[config.mk]
export PLATFORM = sky130hd
export DESIGN_NAME = rgbled_chain_ctrl
export DESIGN_NICKNAME = d
export VERILOG_FILES = /design/src/rtl/rgbled_pkg.sv /design/src/rtl/ws281x_bit_enc.sv /design/src/rtl/rgbled_chain_ctrl.sv
export SDC_FILE = /design/constraint.sdc
export NUM_CORES = 1
export LEC_CHECK = 0
export ABC_AREA = 1
export ABC_CLOCK_PERIOD_IN_PS = 4300
export CAP_MARGIN = 20
export CORE_ASPECT_RATIO = 1.2
export CORE_UTILIZATION = 61
export CTS_CLUSTER_SIZE = 28
export DETAILED_ROUTE_END_ITERATION = 10
export PLACE_DENSITY = 0.92
export REMOVE_ABC_BUFFERS = 1
export SYNTH_ARGS = -nofsm -noshare
export SYNTH_HDL_FRONTEND = slang
export SYNTH_SLANG_ARGS = --single-unit
[constraint.sdc]
create_clock -name clk_i -period 4.3 [get_ports clk_i]
set_clock_uncertainty 0.15 [all_clocks]
set_input_delay 1.075 -clock clk_i [delete_from_list [all_inputs] [get_ports clk_i]]
set_output_delay 1.075 -clock clk_i [all_outputs]
set_load 0.1 [all_outputs]
[src/rtl/rgbled_pkg.sv]
// rgbled_pkg: shared state encoding, colour type and default WS281x timing.
package rgbled_pkg;
   typedef enum logic [1:0] {IDLE, SEND_HIGH, SEND_LOW, LATCH} state_e;
   typedef logic [23:0] color_t;
   localparam int DefT0HCycles = 20;
   localparam int DefT1HCycles = 40;
   localparam int DefBitCycles = 63;
   localparam int DefResetCycles = 4000;
   // WS281x expects green first: reorder {R,G,B} into transmit order {G,R,B}.
   function automatic color_t to_grb(color_t c);
      return {c[15:8], c[23:16], c[7:0]};
   endfunction
endpackage

[src/rtl/ws281x_bit_enc.sv]
// ws281x_bit_enc: times one WS281x bit; high phase by bit value, fixed period.
module ws281x_bit_enc
   import rgbled_pkg::*;
#(
   parameter int T0HCycles = DefT0HCycles,
   parameter int T1HCycles = DefT1HCycles,
   parameter int BitCycles = DefBitCycles,
   parameter int CntW = $clog2(BitCycles + 1)
) (
   input  logic clk_i,
   input  logic rst_i,
   input  logic start_i,
   input  logic bit_i,
   output logic dout_o,
   output logic done_o
);
   logic [CntW-1:0] cnt_q;
   logic            busy_q;
   logic            bit_q;
   logic            dout_q;
   logic [CntW-1:0] high_len;

   assign high_len = bit_q ? CntW'(T1HCycles) : CntW'(T0HCycles);
   assign done_o   = busy_q && cnt_q == CntW'(BitCycles);
   assign dout_o   = dout_q;

   // cnt_q is the 1-based cycle number within the bit; a start on the last cycle chains bits gap-free.
   always_ff @(posedge clk_i) begin
      if (rst_i) begin
         busy_q <= 1'b0;
         cnt_q  <= '0;
         bit_q  <= 1'b0;
         dout_q <= 1'b0;
      end else if (start_i) begin
         busy_q <= 1'b1;
         cnt_q  <= CntW'(1);
         bit_q  <= bit_i;
         dout_q <= 1'b1;
      end else if (done_o) begin
         busy_q <= 1'b0;
         cnt_q  <= '0;
         dout_q <= 1'b0;
      end else if (busy_q) begin
         cnt_q  <= cnt_q + CntW'(1);
         dout_q <= cnt_q < high_len;
      end
   end
endmodule

[src/rtl/rgbled_chain_ctrl.sv]
// rgbled_chain_ctrl: double-buffered WS281x daisy-chain frame sequencer.
module rgbled_chain_ctrl
   import rgbled_pkg::*;
#(
   parameter int NumLeds = 2,
   parameter int T0HCycles = DefT0HCycles,
   parameter int T1HCycles = DefT1HCycles,
   parameter int BitCycles = DefBitCycles,
   parameter int ResetCycles = DefResetCycles,
   localparam int IdxW = NumLeds > 1 ? $clog2(NumLeds) : 1,
   localparam int CntW = $clog2((BitCycles > ResetCycles ? BitCycles : ResetCycles) + 1)
) (
   input  logic            clk_i,
   input  logic            rst_i,
   input  logic            wr_en_i,
   input  logic [IdxW-1:0] wr_idx_i,
   input  logic [23:0]     wr_data_i,
   input  logic            go_i,
   input  logic            continuous_i,
   output logic            idle_o,
   output logic            frame_done_o,
   output logic            dout_o
);
   color_t          wbuf_q [NumLeds];
   color_t          dbuf_q [NumLeds];
   state_e          state_q;
   logic [IdxW-1:0] led_q;
   logic [4:0]      bit_q;
   logic [CntW-1:0] lcnt_q;
   logic            idle_q;
   logic            done_q;
   logic            wr_ok, sending, last_bit, launch, enc_start, enc_bit, enc_dout, enc_done;
   logic [IdxW-1:0] led_n;
   logic [4:0]      bit_n;
   color_t          cur;

   // Next-bit selection; a frame launch takes G[7] of LED 0 straight from the write buffer being copied.
   always_comb begin
      wr_ok     = wr_en_i && int'(wr_idx_i) < NumLeds;
      sending   = state_q == SEND_HIGH || state_q == SEND_LOW;
      last_bit  = led_q == IdxW'(NumLeds - 1) && bit_q == 5'd0;
      launch    = (state_q == IDLE && go_i) ||
                  (state_q == LATCH && lcnt_q == CntW'(ResetCycles) && continuous_i);
      led_n     = bit_q == 5'd0 ? led_q + 1'b1 : led_q;
      bit_n     = bit_q == 5'd0 ? 5'd23 : bit_q - 5'd1;
      cur       = to_grb(dbuf_q[led_n]);
      enc_start = launch || (sending && enc_done && !last_bit);
      enc_bit   = launch ? wbuf_q[0][15] : cur[bit_n];
   end

   ws281x_bit_enc #(
      .T0HCycles(T0HCycles),
      .T1HCycles(T1HCycles),
      .BitCycles(BitCycles),
      .CntW     (CntW)
   ) u_enc (
      .clk_i  (clk_i),
      .rst_i  (rst_i),
      .start_i(enc_start),
      .bit_i  (enc_bit),
      .dout_o (enc_dout),
      .done_o (enc_done)
   );

   // Buffers and frame FSM; bit_q counts down through the 24 GRB positions of LED led_q.
   always_ff @(posedge clk_i) begin
      if (rst_i) begin
         state_q <= IDLE;
         led_q   <= '0;
         bit_q   <= '0;
         lcnt_q  <= '0;
         idle_q  <= 1'b1;
         done_q  <= 1'b0;
         for (int i = 0; i < NumLeds; i++) begin
            wbuf_q[i] <= '0;
            dbuf_q[i] <= '0;
         end
      end else begin
         if (wr_ok) wbuf_q[wr_idx_i] <= wr_data_i;
         if (launch) for (int i = 0; i < NumLeds; i++) dbuf_q[i] <= wbuf_q[i];
         done_q <= 1'b0;
         case (state_q)
            IDLE: if (launch) begin
               state_q <= SEND_HIGH;
               led_q   <= '0;
               bit_q   <= 5'd23;
               idle_q  <= 1'b0;
            end
            SEND_HIGH, SEND_LOW: begin
               if (enc_done && last_bit) begin
                  state_q <= LATCH;
                  lcnt_q  <= CntW'(1);
                  done_q  <= ResetCycles == 1;
               end else if (enc_done) begin
                  state_q <= SEND_HIGH;
                  led_q   <= led_n;
                  bit_q   <= bit_n;
               end else if (state_q == SEND_HIGH && !enc_dout) begin
                  state_q <= SEND_LOW;
               end
            end
            LATCH: begin
               lcnt_q <= lcnt_q + CntW'(1);
               done_q <= lcnt_q == CntW'(ResetCycles - 1);
               if (lcnt_q == CntW'(ResetCycles)) begin
                  lcnt_q  <= '0;
                  done_q  <= 1'b0;
                  state_q <= launch ? SEND_HIGH : IDLE;
                  idle_q  <= !launch;
                  led_q   <= '0;
                  bit_q   <= launch ? 5'd23 : 5'd0;
               end
            end
            default: state_q <= IDLE;
         endcase
      end
   end

   assign idle_o       = idle_q;
   assign frame_done_o = done_q;
   assign dout_o       = enc_dout;
endmodule

==> results of run 1 <==
==> critical path, cell delays in order (launching register included) <==
cell and delay [ns]:
dfxtp_1 0.63, inv_1 0.17, ha_1 0.29, nand3_1 0.48
inv_1 0.12, ha_1 0.31, inv_1 0.55, a21boi_0 0.30
nand2_1 0.14, nand3_1 0.10, nand3_1 0.10, nand3b_1 0.09
nand3_1 0.08, nand3_1 0.09, a21oi_1 0.14
==> area by class of cell <==
type | instances | area share, %
sequential | 133 | 49.5
multi-input combinational | 431 | 28.5
inverter | 131 | 6.76
clock buffer | 20 | 5.97
timing repair buffer | 40 | 5.20
tap | 126 | 2.16
clock inverter | 12 | 1.86
==> cells by family (layout without fill, tap and decap cells) <==
kind of cell    count (synthesis)  count (layout)  share of synthesized area (%)
fa+ha+maj                      13              13                           2.57
compound gates                 53              53                           4.78
xor+xnor                        7               7                          0.967
flops                         133             133                           57.2
buf+inv                       155             203                           9.95
simple gates                  358             358                           24.6
==> per-stage QoR <==
step	total power, uW	hold slack, ns
after global placement	3150	0.313
after detailed placement	3250	0.321
after floorplan	2830	0.289
final	4720	0.334
after global routing	4970	0.358
after CTS	4700	0.330
==> layer usage <==
layer  global-route usage [%]  up-vias  routed length [um]
li1                         -     2359                   -
met1                     28.0     2316                4800
met2                     48.6      220                6980
met3                     5.87       67                 812
met4                     18.9        0                 691
met5                        0        -                   0
==> sequential cells by signal, summed over array words and instances (netlist names) <==
name          flops
u_enc.bit_q       1
bit_q             5
dbuf_q           48
u_enc.dout_o      1
wbuf_q           48
led_q             1
lcnt_q           12
u_enc.busy_q      1
idle_o            1
u_enc.cnt_q      12
frame_done_o      1
state_q           2
==> where the power goes <==
part | switching (uW) | leakage [uW] | total [uW] | internal [uW]
sequential | 102 | 0.00129 | 1700 | 1590
combinational | 1110 | 0.00160 | 1600 | 497
clock | 516 | 0.000276 | 1420 | 900
==> path summary, 6_finish.rpt <==
| path | cells past startpoint | slack (ns) | end |
|---|---|---|---|
| setup / recovery | 14 | 0.50 | u_enc.bit_q |
| hold / removal | 2 | 0.33 | led_q |
| setup reg to reg | 14 | 0.50 | u_enc.bit_q |
| hold reg to reg | 2 | 0.33 | led_q |
==> placed cells by master, fill, tap and decap left out, types with 3 or more instances in the layout <==
cell and instances:
o21ai_0 14, dfxtp_1 37, inv_1 127, ha_1 13, nand3_1 45, edfxtp_1 96, nor4_1 4, clkbuf_1 3
a21boi_0 7, buf_4 8, bufinv_16 3, a21oi_1 22, xor2_1 4, nor3_1 16, clkdlybuf4s50_1 32, clkbuf_16 17
nand4_1 7, clkinv_1 4, nand2_1 104, nand3_2 5, and2_0 4, nand3b_1 3, o21a_1 5, clkinv_2 4
nor2_1 159, xnor2_1 3
==> summary.md, run 1 <==
| Metric | Value |
|---|---|
| Iter 0 DRT Violations | `382` |
| Register area share after synthesis | `a little under three fifths` |
| Die Ht | `between 100 and 150 um` |
| Synthesized area per cell | `roughly 9 um2` |
| Resized Gates After CTS | `0` |
| Hold-fix buffers, CTS | `0` |
| Slew at the pin closest to its max-slew limit | `between 0.9 and 1 ns` |
| Final min period | `around 3.8 ns` |
| IO Pins | `33` |
| CTS tree | `done` |
| Starting Density | `between 60 and 70%` |
| DR pass1 iterations | `7` |
| Post-synth top cells | `nor2_1, inv_1, nand2_1` |
| Fin cells | `between 800 and 900` |
| Max-Cap Viols | `0` |
| Cell area power density | `645 nW/um2` |
| Post-DP Area | `6740 um2` |
| FF-to-FF Start | `bit_q[0]` |
| Worst-skew pair later-pin latency | `around 0.41 ns` |
| Area grow syn2layout | `15.4%` |
| Synth warnings | `0` |
| Dpl ws | `approximately 0.65 ns` |
| CP Max Fanout | `25` |
| Final net count | `~800` |
| Total area of sequential cells | `~3600 um2` |
| CTS Root Buffer Type | `clkbuf_16` |
| Largest net degree at the start of global routing | `50` |
| Synthesized area | `6340 um2` |
| Largest area contributor in the netlist | `edfxtp_1` |
| Multi-input gate area | `2080 um2` |
| Final period utilization | `between 80% and 90%` |
| Setup ws final | `0.495 ns` |
| Hold Crit Start | `led_q` |
| Post-synth ARST share | `0%` |
| Fin. max-slew vios | `0` |
| Unrepaired setup endpoints after global routing | `no` |
| Count leader, synth | `nor2_1` |
| Share of layout cells above drive strength 1 | `6.78%` |
| Placed Instances | `roughly 860` |
| DIE AREA | `~11,000 um2` |
| CTS sink count | `between 100 and 150` |
| Critical Path Sink Type | `flip-flop` |
| Max Clk Rate | `between 0.2 and 0.3 GHz` |
| VDD IR max | `403 uV` |
| WP data arrival | `3.99 ns` |
| CP Launch Type | `flip-flop` |
| Finished Cell Area | `between 7000 and 8000 um2` |
| Post-CTS Setup Repair Bufs | `0` |
| Post-DP HPWL | `8270 um` |
| Input/output buffers | `32` |
| GP Congestion | `0.873` |
| GRT overflow | `0` |
| Num rows | `40` |
| #FFs+latches synth | `approximately 130` |
| Synth area leaders | `edfxtp_1, dfxtp_1, nor2_1` |
| ANT cells | `0` |
| DRC viols | `0` |
| Filler cells | `between 600 and 700` |
| Final hold vios | `0` |
| WL final | `~13,000 um` |
| Via density | `roughly 5.6` |
| Die X | `between 90 and 100 um` |
| H-tree levels | `4` |
| Worst Path Required | `about 4.5 ns` |
| CP startpoint | `bit_q[0]` |
| Fin util | `72.7%` |
| Vias in the first global route | `roughly 5.1k` |
| Outcome | `complete, no violations` |
| TNS Setup | `0 ns` |
| Critical path class | `flip-flop to flip-flop` |
| GRT Total Usage | `about 27%` |
| Most used DFF post-synth | `edfxtp_1` |
| Final setup viols | `0` |
| Clock-pin slew on the worst setup and hold paths | `roughly 0.06 ns` |
| Initial antenna violation count | `0` |
| Core Area | `between 10,000 and 15,000 um2` |
| Lkg Pwr | `between 0.003 and 0.004 uW` |
| Vias | `4,962` |
| Worst Hold Class | `flip-flop to flip-flop` |
| First-pass GRT wire length | `approximately 22,000 um` |
| Max clock buf depth | `2` |
| Top-area cell type share of the netlist area | `between 40% and 50%` |
| Gate Count Post-Synth | `about 720` |
| Antenna Nets Post-Route | `0` |
| Post-synth EDFFs | `96` |
| Synth cell types | `38` |
| CTS Buf Count | `17` |
| Slew headroom | `a little over a third` |
| Wirelength per Cell | `14.9 um` |
No activity file was read; power rests on OpenSTA's default activity.
==> inputs of run 2 (changes only) <==
--- a/config.mk
+++ b/config.mk
@@ -10,6 +10,7 @@
 export CAP_MARGIN = 20
 export CORE_ASPECT_RATIO = 1.2
 export CORE_UTILIZATION = 61
+export CTS_BUF_LIST = sky130_fd_sc_hd__clkbuf_4
 export CTS_CLUSTER_SIZE = 28
 export DETAILED_ROUTE_END_ITERATION = 10
 export PLACE_DENSITY = 0.92
==> summary.md, run 2 (synthesized netlist as in run 1, its figures left out) <==
| Metric | Value |
|---|---|
| GP Congestion | `0.873 (unchanged)` |
| Fin cells | `893 (unchanged)` |
| Lkg Pwr | `0.00305 uW (-3.8%)` |
| Max clock buf depth | `2 (unchanged)` |
| WP data arrival | `4.09 ns (+0.10 ns)` |
| Share of layout cells above drive strength 1 | `7.17% (+0.39 points)` |
| Max Clk Rate | `0.263 GHz (about the same)` |
| Worst path slowest cell | `dfxtp_1` |
| Initial antenna violation count | `0 (unchanged)` |
| Worst Path Required | `4.58 ns (+0.09 ns)` |
| Vias | `4,814 (-3.0%)` |
| Clock-pin slew on the worst setup and hold paths | `0.11 ns (+0.05 ns)` |
| First-pass GRT wire length | `21,100 um (-4.9%)` |
| IO Pins | `33 (unchanged)` |
| CP Launch Type | `flip-flop` |
| Most frequent cells in the layout | `nor2_1, inv_1, nand2_1, edfxtp_1, nand3_1` |
| Hold Slack | `0.349 ns (+0.0150 ns)` |
| CTS tree | `done` |
| Met3 Wirelength | `694 um (-15%)` |
| Iter 0 DRT Violations | `462 (+21%)` |
| Final hold vios | `0 (unchanged)` |
| DRC viols | `0 (unchanged)` |
| CP Max Fanout | `25 (unchanged)` |
| Wirelength per Cell | `13.9 um (-6.8%)` |
| Filler cells | `744 (+12%)` |
| Routed length on met2 | `6500 um (-7.0%)` |
| Worst-path cell chain | `inv_1 -> ha_1 -> nand3_1 -> inv_1 -> ha_1 -> inv_1 -> a21boi_0 -> nand2_1 -> nand3_1 -> nand3_1 -> nand3b_1 -> nand3_1 -> nand3_1 -> a21oi_1` |
| DIE AREA | `10,800 um2 (unchanged)` |
| ANT cells | `0 (unchanged)` |
| Critical path class | `flip-flop to flip-flop` |
| H-tree levels | `4 (unchanged)` |
| Final period utilization | `88.5% (about the same)` |
| Total area of sequential cells | `3620 um2 (unchanged)` |
| Die X | `95.1 um (unchanged)` |
| Final min period | `3.81 ns (+0.00152 ns)` |
| WL final | `12,400 um (-6.8%)` |
| CP peak stage delay | `0.65 ns (+0.02 ns)` |
| Slew headroom | `35.6% (about the same)` |
| GRT Total Usage | `25.6% (-1.7 points)` |
| Critical Path Sink Type | `flip-flop` |
| Die Ht | `114 um (unchanged)` |
| Worst Hold Class | `flip-flop to flip-flop` |
| Biggest regs | `dbuf_q (48), wbuf_q (48)` |
| Starting Density | `63.0% (unchanged)` |
| CTS sink count | `133 (unchanged)` |
| Fin util | `69.9% (-2.8 points)` |
| Antenna Nets Post-Route | `0 (unchanged)` |
| CTS Root Buffer Type | `clkbuf_4` |
| Fin. max-slew vios | `0 (unchanged)` |
| Post-DP HPWL | `8270 um (unchanged)` |
| TNS Setup | `0 ns (unchanged)` |
| Num rows | `40 (unchanged)` |
| Area grow syn2layout | `10.9%` |
| Cell area power density | `583 nW/um2 (-9.5%)` |
| Final net count | `797 (unchanged)` |
| Vias in the first global route | `4,900 (-4.1%)` |
| Placed Instances | `861 (unchanged)` |
| Max Used Layer | `met4` |
| Input/output buffers | `32 (unchanged)` |
| Post-CTS Setup Repair Bufs | `0 (unchanged)` |
| Commonest non-fill, non-tap cell in the layout | `nor2_1` |
| Via density | `5.39 (-3.0%)` |
| M1 wire length | `4760 um (-0.87%)` |
| Unrepaired setup endpoints after global routing | `no` |
| Multi-input gate area | `2080 um2 (unchanged)` |
| DR pass1 iterations | `5 (-2)` |
| Final setup viols | `0 (unchanged)` |
| Flop-to-flop setup slack | `0.49 ns (about the same)` |
| Largest net degree at the start of global routing | `50 (unchanged)` |
| GRT overflow | `0 (unchanged)` |
| Resized Gates After CTS | `0 (unchanged)` |
| Worst-skew pair later-pin latency | `0.50 ns (+0.09 ns)` |
| Slew at the pin closest to its max-slew limit | `0.963 ns (-0.00000489 ns)` |
| VDD IR max | `320 uV (-20%)` |
| Core Area | `10,100 um2 (unchanged)` |
| Outcome | `complete, no violations` |
| CTS Buf Count | `17 (unchanged)` |
| Max-Cap Viols | `0 (unchanged)` |
| Hold-fix buffers, CTS | `0 (unchanged)` |
| Most frequent CP cell | `nand3_1` |
-- run 2: cell count changes in the layout (fill, tap and decap cells not counted) --
cell / delta
clkbuf_1: -3
clkbuf_4: +20
clkbuf_16: -17
-- run 2: through the flow --
step | worst slack, ns | cell area, um2 | total power (uW)
6_report | 0.494 | 7030 | 4100
5_1_grt | 0.203 | 7030 | 4380
4_1_cts | 0.568 | 7030 | 4090
3_5_place_dp | 0.647 | 6740 | 3250
3_3_place_gp | 0.845 | 6740 | 3150
2_1_floorplan | 1.06 | 6200 | 2830
-- run 2: power by group --
| group | internal (uW) | leakage [uW] | switching (uW) | total, uW |
|---|---|---|---|---|
| Sequential | 1590 | 0.00129 | 100 | 1690 |
| Combinational | 497 | 0.00160 | 1070 | 1570 |
| Clock | 413 | 0.000155 | 427 | 840 |
-- run 2: layer usage --
layer / vias up / GRT usage (%)
li1: 2362 / -
met5: - / 0
met3: 46 / 6.47
met4: 0 / 13.3
met1: 2232 / 28.4
met2: 174 / 44.8
-- run 2: area by class of cell --
class	instances	area share, %
sequential	133	51.6
clock buffer	20	2.14
timing repair buffer	40	5.41
tap	126	2.24
inverter	131	7.03
multi-input combinational	431	29.7
clock inverter	12	1.94
-- run 2: worst paths after layout --
| check | start | end | cells past startpoint |
|---|---|---|---|
| max | bit_q[0] | u_enc.bit_q | 14 |
| min | led_q | led_q | 2 |
| min reg2reg | led_q | led_q | 2 |
| max reg2reg | bit_q[0] | u_enc.bit_q | 14 |
-- run 2: critical path, delay by kind of cell, from the launching register on --
kind,cells,cell delay [ns]
adder cells (fa/ha/maj),2,0.61
AO/OA/AOI/OAI,2,0.40
flip-flops,1,0.65
buffers and inverters,3,0.84
AND/OR/NAND/NOR,7,1.07
